==> src/rtl/poly_pack_buffer_pkg.sv <==
// Shared types and sizing helpers for the polynomial operand path.
// Used by poly_pack_buffer and by poly_sub users.
package poly_pack_buffer_pkg;

  localparam int unsigned POLY_D = 2;
  localparam int unsigned POLY_N = 2;

  // Index width: clog2(d), but never below one bit so D=2 still has a counter.
  function automatic int unsigned idx_width(input int unsigned d);
    if (d <= 32'd2) begin
      return 32'd1;
    end else begin
      return $clog2(d);
    end
  endfunction

  localparam int unsigned IDX_W = idx_width(POLY_D);

  typedef logic [POLY_N-1:0]        coef_t;
  typedef logic [POLY_D*POLY_N-1:0] poly_t;
  typedef logic [IDX_W-1:0]         idx_t;

endpackage

==> src/rtl/poly_pack_buffer_bank.sv <==
// One D*N coefficient bank: writes a single slice per cycle and can
// clear every slice above the written index to zero-pad a short polynomial.
module poly_bank
  import poly_pack_buffer_pkg::*;
#(
  parameter int unsigned D  = POLY_D,
  parameter int unsigned N  = POLY_N,
  parameter int unsigned IW = idx_width(D)
) (
  input  logic          clk,
  input  logic          rst_n,
  input  logic          wr_en,
  input  logic [IW-1:0] idx,
  input  logic [N-1:0]  coef,
  input  logic          pad_above,
  output logic [D*N-1:0] data
);

  logic [D*N-1:0] data_r;
  logic [D*N-1:0] data_nxt_s;

  // Next bank contents: write slice idx, optionally zero slices above it.
  always_comb begin
    data_nxt_s = data_r;
    for (int k = 0; k < D; k++) begin
      if (wr_en && (idx == IW'(k))) begin
        data_nxt_s[k*N +: N] = coef;
      end else if (wr_en && pad_above && (IW'(k) > idx)) begin
        data_nxt_s[k*N +: N] = {N{1'b0}};
      end else begin
        data_nxt_s[k*N +: N] = data_r[k*N +: N];
      end
    end
  end

  // Bank storage register.
  always_ff @(posedge clk) begin
    if (!rst_n) begin
      data_r <= {(D*N){1'b0}};
    end else begin
      data_r <= data_nxt_s;
    end
  end

  assign data = data_r;

endmodule

==> src/rtl/poly_pack_buffer.sv <==
// Ping-pong operand buffer: packs a streamed polynomial (one coefficient
// per cycle) into a D*N vector while the other bank is held for the consumer.
module poly_pack_buffer
  import poly_pack_buffer_pkg::*;
#(
  parameter int unsigned D = POLY_D,
  parameter int unsigned N = POLY_N
) (
  input  logic           clk,
  input  logic           rst_n,
  input  logic           in_valid,
  output logic           in_ready,
  input  logic [N-1:0]   in_coef,
  input  logic           in_last,
  output logic           out_valid,
  input  logic           out_ready,
  output logic [D*N-1:0] out_data,
  output logic           len_err
);

  localparam int unsigned   IW       = idx_width(D);
  localparam logic [IW-1:0] LAST_IDX = IW'(D - 1);

  logic [1:0]     bank_full_r;
  logic [1:0]     bank_full_nxt_s;
  logic           wr_bank_r;
  logic           wr_bank_nxt_s;
  logic           rd_bank_r;
  logic           rd_bank_nxt_s;
  logic [IW-1:0]  idx_r;
  logic [IW-1:0]  idx_nxt_s;
  logic           len_err_r;
  logic           len_err_nxt_s;

  logic           accept_s;
  logic           xfer_s;
  logic           at_end_s;
  logic           complete_s;
  logic           short_s;
  logic           len_bad_s;
  logic [1:0]     bank_wr_en_s;
  logic [D*N-1:0] bank_data_s [2];

  assign accept_s   = in_valid & in_ready;
  assign xfer_s     = out_valid & out_ready;
  assign at_end_s   = (idx_r == LAST_IDX);
  assign complete_s = accept_s & (at_end_s | in_last);
  assign short_s    = accept_s & in_last & ~at_end_s;
  // Length is wrong when in_last disagrees with the final index.
  assign len_bad_s  = accept_s & (in_last ^ at_end_s);

  for (genvar b = 0; b < 2; b++) begin : g_bank
    assign bank_wr_en_s[b] = accept_s & (wr_bank_r == 1'(b));

    poly_bank #(
      .D  (D),
      .N  (N),
      .IW (IW)
    ) u_bank (
      .clk       (clk),
      .rst_n     (rst_n),
      .wr_en     (bank_wr_en_s[b]),
      .idx       (idx_r),
      .coef      (in_coef),
      .pad_above (short_s),
      .data      (bank_data_s[b])
    );
  end

  // Next-state for bank selects, full flags, fill index and error flag.
  always_comb begin
    bank_full_nxt_s = bank_full_r;
    wr_bank_nxt_s   = wr_bank_r;
    rd_bank_nxt_s   = rd_bank_r;
    idx_nxt_s       = idx_r;
    len_err_nxt_s   = len_err_r | len_bad_s;
    // Transfer and completion always target different banks, so both apply.
    if (xfer_s) begin
      bank_full_nxt_s[rd_bank_r] = 1'b0;
      rd_bank_nxt_s              = ~rd_bank_r;
    end else begin
      rd_bank_nxt_s = rd_bank_r;
    end
    if (complete_s) begin
      bank_full_nxt_s[wr_bank_r] = 1'b1;
      wr_bank_nxt_s              = ~wr_bank_r;
      idx_nxt_s                  = {IW{1'b0}};
    end else if (accept_s) begin
      idx_nxt_s = idx_r + {{(IW-1){1'b0}}, 1'b1};
    end else begin
      idx_nxt_s = idx_r;
    end
  end

  // Control state registers.
  always_ff @(posedge clk) begin
    if (!rst_n) begin
      bank_full_r <= 2'b00;
      wr_bank_r   <= 1'b0;
      rd_bank_r   <= 1'b0;
      idx_r       <= {IW{1'b0}};
      len_err_r   <= 1'b0;
    end else begin
      bank_full_r <= bank_full_nxt_s;
      wr_bank_r   <= wr_bank_nxt_s;
      rd_bank_r   <= rd_bank_nxt_s;
      idx_r       <= idx_nxt_s;
      len_err_r   <= len_err_nxt_s;
    end
  end

  assign in_ready  = ~bank_full_r[wr_bank_r];
  assign out_valid = bank_full_r[rd_bank_r];
  assign out_data  = bank_data_s[rd_bank_r];
  assign len_err   = len_err_r;

endmodule

==> config.mk <==
export PLATFORM = sky130hd
export DESIGN_NAME = poly_pack_buffer
export DESIGN_NICKNAME = d
export VERILOG_FILES = /design/src/rtl/poly_pack_buffer_pkg.sv /design/src/rtl/poly_pack_buffer_bank.sv /design/src/rtl/poly_pack_buffer.sv
export SDC_FILE = /design/constraint.sdc
export NUM_CORES = 1
export LEC_CHECK = 0
export ABC_AREA = 1
export ABC_CLOCK_PERIOD_IN_PS = 2100
export CORE_UTILIZATION = 52
export CTS_BUF_LIST = sky130_fd_sc_hd__clkbuf_16
export CTS_CLUSTER_SIZE = 28
export DETAILED_ROUTE_END_ITERATION = 10
export HOLD_SLACK_MARGIN = 0.12
export PLACE_DENSITY = 0.83
export RECOVER_POWER = 100
export SLEW_MARGIN = 40
export SYNTH_ARGS = -nofsm -noshare
export SYNTH_HDL_FRONTEND = slang
export SYNTH_HIERARCHICAL = 1
export SYNTH_SLANG_ARGS = --single-unit
export TNS_END_PERCENT = 100
==> constraint.sdc <==
create_clock -name clk -period 2.1 [get_ports clk]
set_clock_uncertainty 0.1 [all_clocks]
set_input_delay 0.63 -clock clk [delete_from_list [all_inputs] [get_ports clk]]
set_output_delay 0.63 -clock clk [all_outputs]
set_load 0.02 [all_outputs]
Word-level counts from Yosys, hierarchy flattened
Cells that the tools add are included.
W data, S select, Z words.
- word-level logic and storage cells: 75
- output and inout bits: 7
- register bits after elaboration: 14
- bits of input ports: 7
- bitwise logic cells: 20
- add/subtract/negate cells: 1
- multiplexer cells: 21
- reduce and logical (&&, ||, !) cells: 17
- order comparisons: 7
- operator list (kind ; count):
    $mux W2 ; 10
    $logic_and A1 B1 Y1 ; 12
    $mux W4 ; 3
    $and A1 B1 Y1 ; 8
    $reduce_bool A2 Y1 ; 4
    $mux W1 ; 6
    $not A1 Y1 ; 5
    $lt A1 B2 Y1 const B ; 2
    $and A2 B2 Y2 ; 1
    $demux W1 S1 ; 2
    $ge A1 B1 Y1 const B ; 2
    $ge A2 B2 Y1 const B ; 1
    $gt A1 B1 Y1 const A ; 2
    $not A1 Y2 ; 1
    $not A2 Y2 ; 1
    $or A1 B1 Y1 ; 2
    $or A2 B2 Y2 ; 1
    $reduce_or A2 Y1 ; 1
    $add A1 B1 Y1 const B ; 1
    $xor A1 B1 Y1 ; 1

Logic depth before layout (Yosys ltp)
Gate-level depths: netlist of the first run.
- depth in word-level cells: 10
- gate-level depth with buffers: 8
- depth with buffers taken out: 8

Cells and area by module
Netlist of the first run, hierarchy kept.
- modules (own cells, without submodules) (module ; times used ; area each (um^2) ; cells an instance ; sequential area each (um^2)):
    poly_pack_buffer ; 1 ; 380.4 ; 61 ; 120.1
    poly_bank ; 2 ; 158.9 ; 21 ; 80.1

Least setup slack after synthesis of the first run
Ideal clock, no wire load.
- path kind: reg2out
- start: register bank_full_r[0]
- end: output port out_valid
- path buffers: 0
- stages on the path, launching flop included: 3
- setup slack: 0.616 ns
- data arrival time: 0.754 ns
- cell sequence: dfxtp_1 inv_1 o21ai_1
- cells in the longest elaborated chain, start to end: 2
- ends and longest elaborated chain (what ; line ; text):
    start, declared ; poly_pack_buffer.sv:24 ; logic [1:0] bank_full_r;
    start signal, assigned ; poly_pack_buffer.sv:104 ; bank_full_r <= bank_full_nxt_s;
    $mux W1 (implied by the code) (2 in series) ; poly_pack_buffer.sv:113 ; assign out_valid = bank_full_r[rd_bank_r];
    end, declared ; poly_pack_buffer.sv:15 ; output logic out_valid,
No other way between the ends. The select of a mux whose other input is x is not followed.

Worst setup path after layout of the first run
- start: register wr_bank_r
- end: output port in_ready
- cells in the longest elaborated chain, start to end: 3
- ends and longest elaborated chain (what ; line ; text):
    start, declared ; poly_pack_buffer.sv:26 ; logic wr_bank_r;
    start signal, assigned ; poly_pack_buffer.sv:105 ; wr_bank_r <= wr_bank_nxt_s;
    $mux W1 (implied by the code) (2 in series) ; poly_pack_buffer.sv:112 ; assign in_ready = ~bank_full_r[wr_bank_r];
    $not A1 Y1 ; poly_pack_buffer.sv:112 ;
    end, declared ; poly_pack_buffer.sv:12 ; output logic in_ready,
No other way between the ends. The select of a mux whose other input is x is not followed.

==> results.cfg, run 1 <==
[power_and_ir_drop]
p_int_uw = 592.9
p_switching_uw = 206.2
p_seq_share_pct = 38.2
total_power_uw = 799.1
power_leakage_uw = 0.0004321
swShare_pct = 25.81
power_frac_comb_pct = 18.6
vdd_drop_max_mv = 0.6243
p_per_area_mw_per_mm2 = 876.1
p_clk_share_pct = 43.2

[sta]
clock.fmax_mhz = 506.9
drv_slew = 0
finalCritPeriodShare_pct = 93.94
fin_crit_ns = 1.973
relSlewSlack_pct = 79.06
fin_setup_tns_ns = 0
rsz0062_at_grt = false
tightest_slew_ns = 0.3137
finalHoldViolCount = 0
finalSetupViolations = 0

[layout]
drive_gt1_share_pct = 9.167
area_growth_pct = 30.65
mostFrequentLayoutCells = nand2_1 (26), inv_1 (18), dfxtp_1 (13), nor2_1 (11), a21oi_1 (9)
final_util_pct = 77.88
fill_cells = 99
layout_commonest_cell = nand2_1
multi_input_area_sq_um = 340.3
fin_nets = 130
regArea_sq_um = 281.5
diodes = 0

[clock_network]
ctsRootBufferMaster = clkbuf_16
worstSkewPairLatency_ns = 0.24
cts_tree = done
cts_max_level = 1
cts_buffer_depth = 2
clk_pin_slew_ns = 0.04
postCtsSetupBuffers = 0
cts.sinks = 14
cts_made_buffers = 3

[floorplan]
core_sq_mm = 0.001171
dieHeight_um = 38.64
io-pin-count = 14
num_rows = 12
initial_core_util_pct = 59.62
die_w_um = 38.64
dieArea_sq_mm = 0.001493

[global_routing]
grt_use_total_pct = 23.43
grt_pass1_wl_um = 2290
grt.overflow.total = 0
antenna_found_initial = 0
grt_pass1_vias = 552
grt_max_degree = 11

[min_path]
hp-start = len_err
hp-class = reg2reg
hold_end = len_err
holdPathStages = 2

[worst_setup_path]
crit_path_start_kind = flop
reg2reg_from = wr_bank_r
crit_path_start = wr_bank_r
cp-end-kind = output pin
r2r-end = g_bank[0].u_bank/data[3]
worst_path_most_repeated_cell = nand2_4
worstRegToRegCells = 8
reg2reg_slack_ns = 0.67
crit_chain = inv_1 > nand2_4 > nand2_4 > dlygate4sd2_1
crit_arrival_ns = 1.24
crit_required_ns = 1.37
cp_slowest_cell = dfxtp_1
worstSetupPathType = reg2out
cpPeakStageDelay_ns = 0.34
cp_max_fo = 6

[detailed_routing]
route.detailed.drc = 0
ant_nets = 0
vias = 680
drt_iter0_markers = 22
via_per_inst = 5.075
routedWlPerCell_um = 10.72
first_pass_iters = 4
wl_um = 1436

[synthesis]
synthesis.nets = 111
ys_seq_area_share_pct = 40.14
synth.avg_cell_area_sq_um = 6.778
synth_warnings = 6
syn_inst = 103
synth_seq_cells = 14
synth.distinct_cells = 16
synthesis.area_sq_um = 698.2

[place]
io_buffers = 13
gp_congestion = 0.8466
hpwl_um = 1003

[outcome]
status = finished, final reports clean

[job]
maxCapViolations = 0
==> synthesized netlist by cell type <==
master / instances / area, sq um
ha_1: 1 / 12.51
nand4_1: 3 / 18.77
a21oi_2: 1 / 8.760
dfxtp_1: 14 / 280.3
a21oi_1: 8 / 40.04
inv_1: 16 / 60.06
o21ai_2: 2 / 17.52
nor2_2: 1 / 6.260
o21ai_0: 6 / 30.03
nand2_1: 25 / 93.84
o21ai_1: 1 / 5.000
nor2_1: 11 / 41.29
nand3_1: 7 / 35.03
nand2_2: 3 / 18.77
inv_2: 2 / 7.510
nand2_4: 2 / 22.52
==> area by class of cell <==
class / instances / area share (%)
tap: 14 / 1.920
inverter: 18 / 7.407
timing repair buffer: 14 / 14.27
multi-input combinational: 71 / 37.31
sequential: 14 / 30.86
clock buffer: 3 / 8.230
==> worst max path at each step <==
stage | endpoint | slack [ns] | cells past startpoint
after CTS | in_ready | 0.18 | 4
after detailed placement | g_bank[0].u_bank/data[1] | 0.02 | 6
after global placement | g_bank[0].u_bank/data[1] | 0.06 | 6
after floorplan | out_valid | 0.62 | 2
final | in_ready | 0.13 | 4
after global routing | in_ready | 0.06 | 4
==> power by group through the flow <==
stage | Combinational [uW] | Clock (uW) | Sequential, uW
after floorplan | 101 | 0 | 310
after global placement | 157 | 0 | 311
after detailed placement | 161 | 0 | 311
after CTS | 154 | 351 | 307
after global routing | 164 | 367 | 308
final | 148 | 345 | 306
==> what timing repair did <==
action                                  in CTS  in global routing
gates resized for setup                      7                  0
hold buffers                                 0                  0
endpoints found under the setup margin       6                  0
==> worst max-delay path: cells and delay by family (launching register included) <==
family / cells / cell delay, ns
and+or+nand+nor: 2 / 0.17
buffers and inverters: 2 / 0.51
DFF: 1 / 0.34
==> sequential cells by signal (all words and copies together), names as in the netlist <==
name                flops
g_bank.u_bank/data      8
len_err                 1
wr_bank_r               1
bank_full_r             2
at_end_s                1
rd_bank_r               1
==> routing by layer <==
metal	track usage, %	part of all wire [%]	vias up
met5	0	0	-
met4	12.93	0.97	0
met3	6.936	4.3	2
met2	35.42	43	16
met1	29.39	52	299
li1	-	-	363
==> metrics by stage <==
stage          setup WS (ns)  instances  hold slack, ns  instance area (sq um)
2_1_floorplan         0.6161        103          0.3356                  698.2
3_3_place_gp         0.05869        131          0.3362                  853.3
3_5_place_dp         0.01768        131          0.3419                  853.3
4_1_cts               0.1793        134          0.3488                  922.1
5_1_grt              0.06438        134          0.3796                  912.1
6_report              0.1274        134          0.3467                  912.1
==> kinds of logic after synthesis <==
family / after synthesis / share of synthesized area (%)
adders and majority gates: 1 / 1.792
and+or+nand+nor: 52 / 33.87
DFF: 14 / 40.14
AOI/OAI and AO/OA: 18 / 14.52
buffers and inverters: 18 / 9.678
Note: power is estimated with default switching activity, not from simulation.
==> inputs of run 2 (changes only) <==
==> constraint.sdc (replaced) <==
create_clock -name clk -period 2.1 [get_ports clk]
set_clock_uncertainty 0.1 [all_clocks]
set_input_delay 0.42 -clock clk [delete_from_list [all_inputs] [get_ports clk]]
set_output_delay 0.42 -clock clk [all_outputs]
set_load 0.02 [all_outputs]
==> run 2 against run 1 <==
Compared with the run above:
- register-to-register slack hardly changed
- critical path depth unchanged
- routed wire length is 9.9% higher
- flip-flop and latch count unchanged
- sequential share of layout area fell by 0.46 points
- cell area is 1.5% higher
- sequential power about the same
- worst hold slack lost 0.0027 ns
- count of clock-buffer cells in the layout unchanged
- maximum frequency decreased by 0.94%
==> results.cfg, run 2 (synthesized netlist as in run 1, its figures left out) <==
[outcome]
status = finished, final reports clean

[power_and_ir_drop]
p_switching_uw = 223.5
vdd_drop_max_mv = 0.8708
p_seq_share_pct = 37.1
p_clk_share_pct = 43.4
power_leakage_uw = 0.0004096
total_power_uw = 828.4
swShare_pct = 26.98
p_per_area_mw_per_mm2 = 894.8
power_frac_comb_pct = 19.5
p_int_uw = 604.9

[worst_setup_path]
reg2reg_from = at_end_s
worst_path_most_repeated_cell = nand2_4
cp_max_fo = 6
worstRegToRegCells = 7
reg2reg_slack_ns = 0.68
r2r-end = wr_bank_r
crit_path_start_kind = flop
crit_required_ns = 1.58
cpPeakStageDelay_ns = 0.60
worstSetupPathType = reg2out
crit_arrival_ns = 1.47
cp_slowest_cell = clkdlybuf4s50_1
cp-end-kind = output pin
crit_chain = inv_1 > nand2_4 > nand2_4 > clkdlybuf4s50_1

[layout]
layout_commonest_cell = nand2_1
regArea_sq_um = 281.5
largest_register_ffs = 8
final_util_pct = 79.06
area_growth_pct = 32.62
fin_nets = 129
diodes = 0
design_area_sq_um = 925.9
multi_input_area_sq_um = 350.3
mostFrequentLayoutCells = nand2_1 (25), inv_1 (16), dfxtp_1 (13), nor2_1 (11), clkdlybuf4s50_1 (9)
drive_gt1_share_pct = 12.50
fill_cells = 85

[detailed_routing]
first_pass_iters = 4
wl_um = 1578
via_per_inst = 5.060
routedWlPerCell_um = 11.78
drt_iter0_markers = 23
vias = 678
route.detailed.drc = 0
ant_nets = 0

[sta]
finalCritPeriodShare_pct = 94.83
clock.fmax_mhz = 502.1
fin_setup_tns_ns = 0
tightest_slew_ns = 0.3596
finalSetupViolations = 0
fin_crit_ns = 1.991
rsz0062_at_grt = false
relSlewSlack_pct = 75.94
drv_slew = 0
finalHoldViolCount = 0

[clock_network]
cts_max_level = 1
hold_buffers = 0
cts_tree = done
postCtsSetupBuffers = 0
cts_made_buffers = 3
cts_buffer_depth = 2
ctsRootBufferMaster = clkbuf_16
clk_pin_slew_ns = 0.05
cts.sinks = 14
worstSkewPairLatency_ns = 0.24

[global_routing]
grt_pass1_wl_um = 2442
grt_max_degree = 11
antenna_found_initial = 0
grt.overflow.total = 0
grt_pass1_vias = 594
grt_use_total_pct = 25.03

[place]
io_buffers = 13
dpl_cell_area_sq_um = 845.8
gp_congestion = 0.8593
hpwl_um = 1050

[floorplan]
dieArea_sq_mm = 0.001493
core_sq_mm = 0.001171
num_rows = 12
io-pin-count = 14
die_w_um = 38.64
dieHeight_um = 38.64
initial_core_util_pct = 59.62

[job]
maxCapViolations = 0

[min_path]
holdPathStages = 2
hp-start = len_err
hp-class = reg2reg
hold_end = len_err
==> run 2: cell count changes in the layout (fill, tap and decap cells not counted) <==
cell,previous run,this run
a21oi_1,9,8
a21oi_2,0,1
buf_4,1,0
clkdlybuf4s50_1,4,9
clkinv_1,0,1
dlygate4sd2_1,6,0
dlygate4sd3_1,3,4
inv_1,18,16
inv_2,0,2
nand2_1,26,25
nand2_2,2,3
o21ai_0,8,6
o21ai_1,0,1
o21ai_2,1,2
==> run 2: worst max path at each step <==
stage,from,end,slack (ns),depth (start not counted)
2_1_floorplan,bank_full_r[0],out_valid,0.83,2
3_3_place_gp,in_valid,g_bank[0].u_bank/data[0],0.24,6
3_5_place_dp,in_valid,g_bank[1].u_bank/data[0],0.21,6
4_1_cts,rd_bank_r,out_data[0],0.06,4
5_1_grt,bank_full_r[0],out_valid,0.04,3
6_report,bank_full_r[0],in_ready,0.11,4
==> run 2: timing repair <==
action,4_1_cts,5_1_grt
setup endpoints to repair,0,2
endpoints found under the hold margin,0,0
resized for setup,0,1
==> run 2: power groups by stage <==
stage	registers (uW)	clock network [uW]	logic [uW]
3_3_place_gp	311	0	156
2_1_floorplan	310	0	101
5_1_grt	310	372	178
3_5_place_dp	312	0	159
6_report	307	360	162
4_1_cts	307	361	164
==> run 2: worst max-delay path, delay by kind of cell, from the launching register on <==
family,cells,cell delay [ns]
buffers and inverters,2,0.73
DFF,1,0.33
and+or+nand+nor,2,0.16
==> run 2: per-layer routing <==
metal	wire length, um	global-route usage (%)
met1	729	27.34
met2	753	41.67
met3	49	7.514
met4	46	15.52
met5	0	0
==> run 2: per-stage QoR <==
| step | worst slack (ns) | hold slack, ns | instances |
|---|---|---|---|
| CTS | 0.06419 | 0.3538 | 134 |
| global route | 0.03534 | 0.3811 | 134 |
| global placement | 0.2388 | 0.3362 | 130 |
| floorplan | 0.8261 | 0.3356 | 103 |
| finish | 0.1085 | 0.3440 | 134 |
| detailed placement | 0.2122 | 0.3464 | 130 |
==> run 2: layout make-up <==
type	instances	area share (%)
multi-input combinational	71	37.84
tap	14	1.892
timing repair buffer	13	14.05
sequential	14	30.41
inverter	18	7.297
clock buffer	3	8.108
clock inverter	1	0.4054
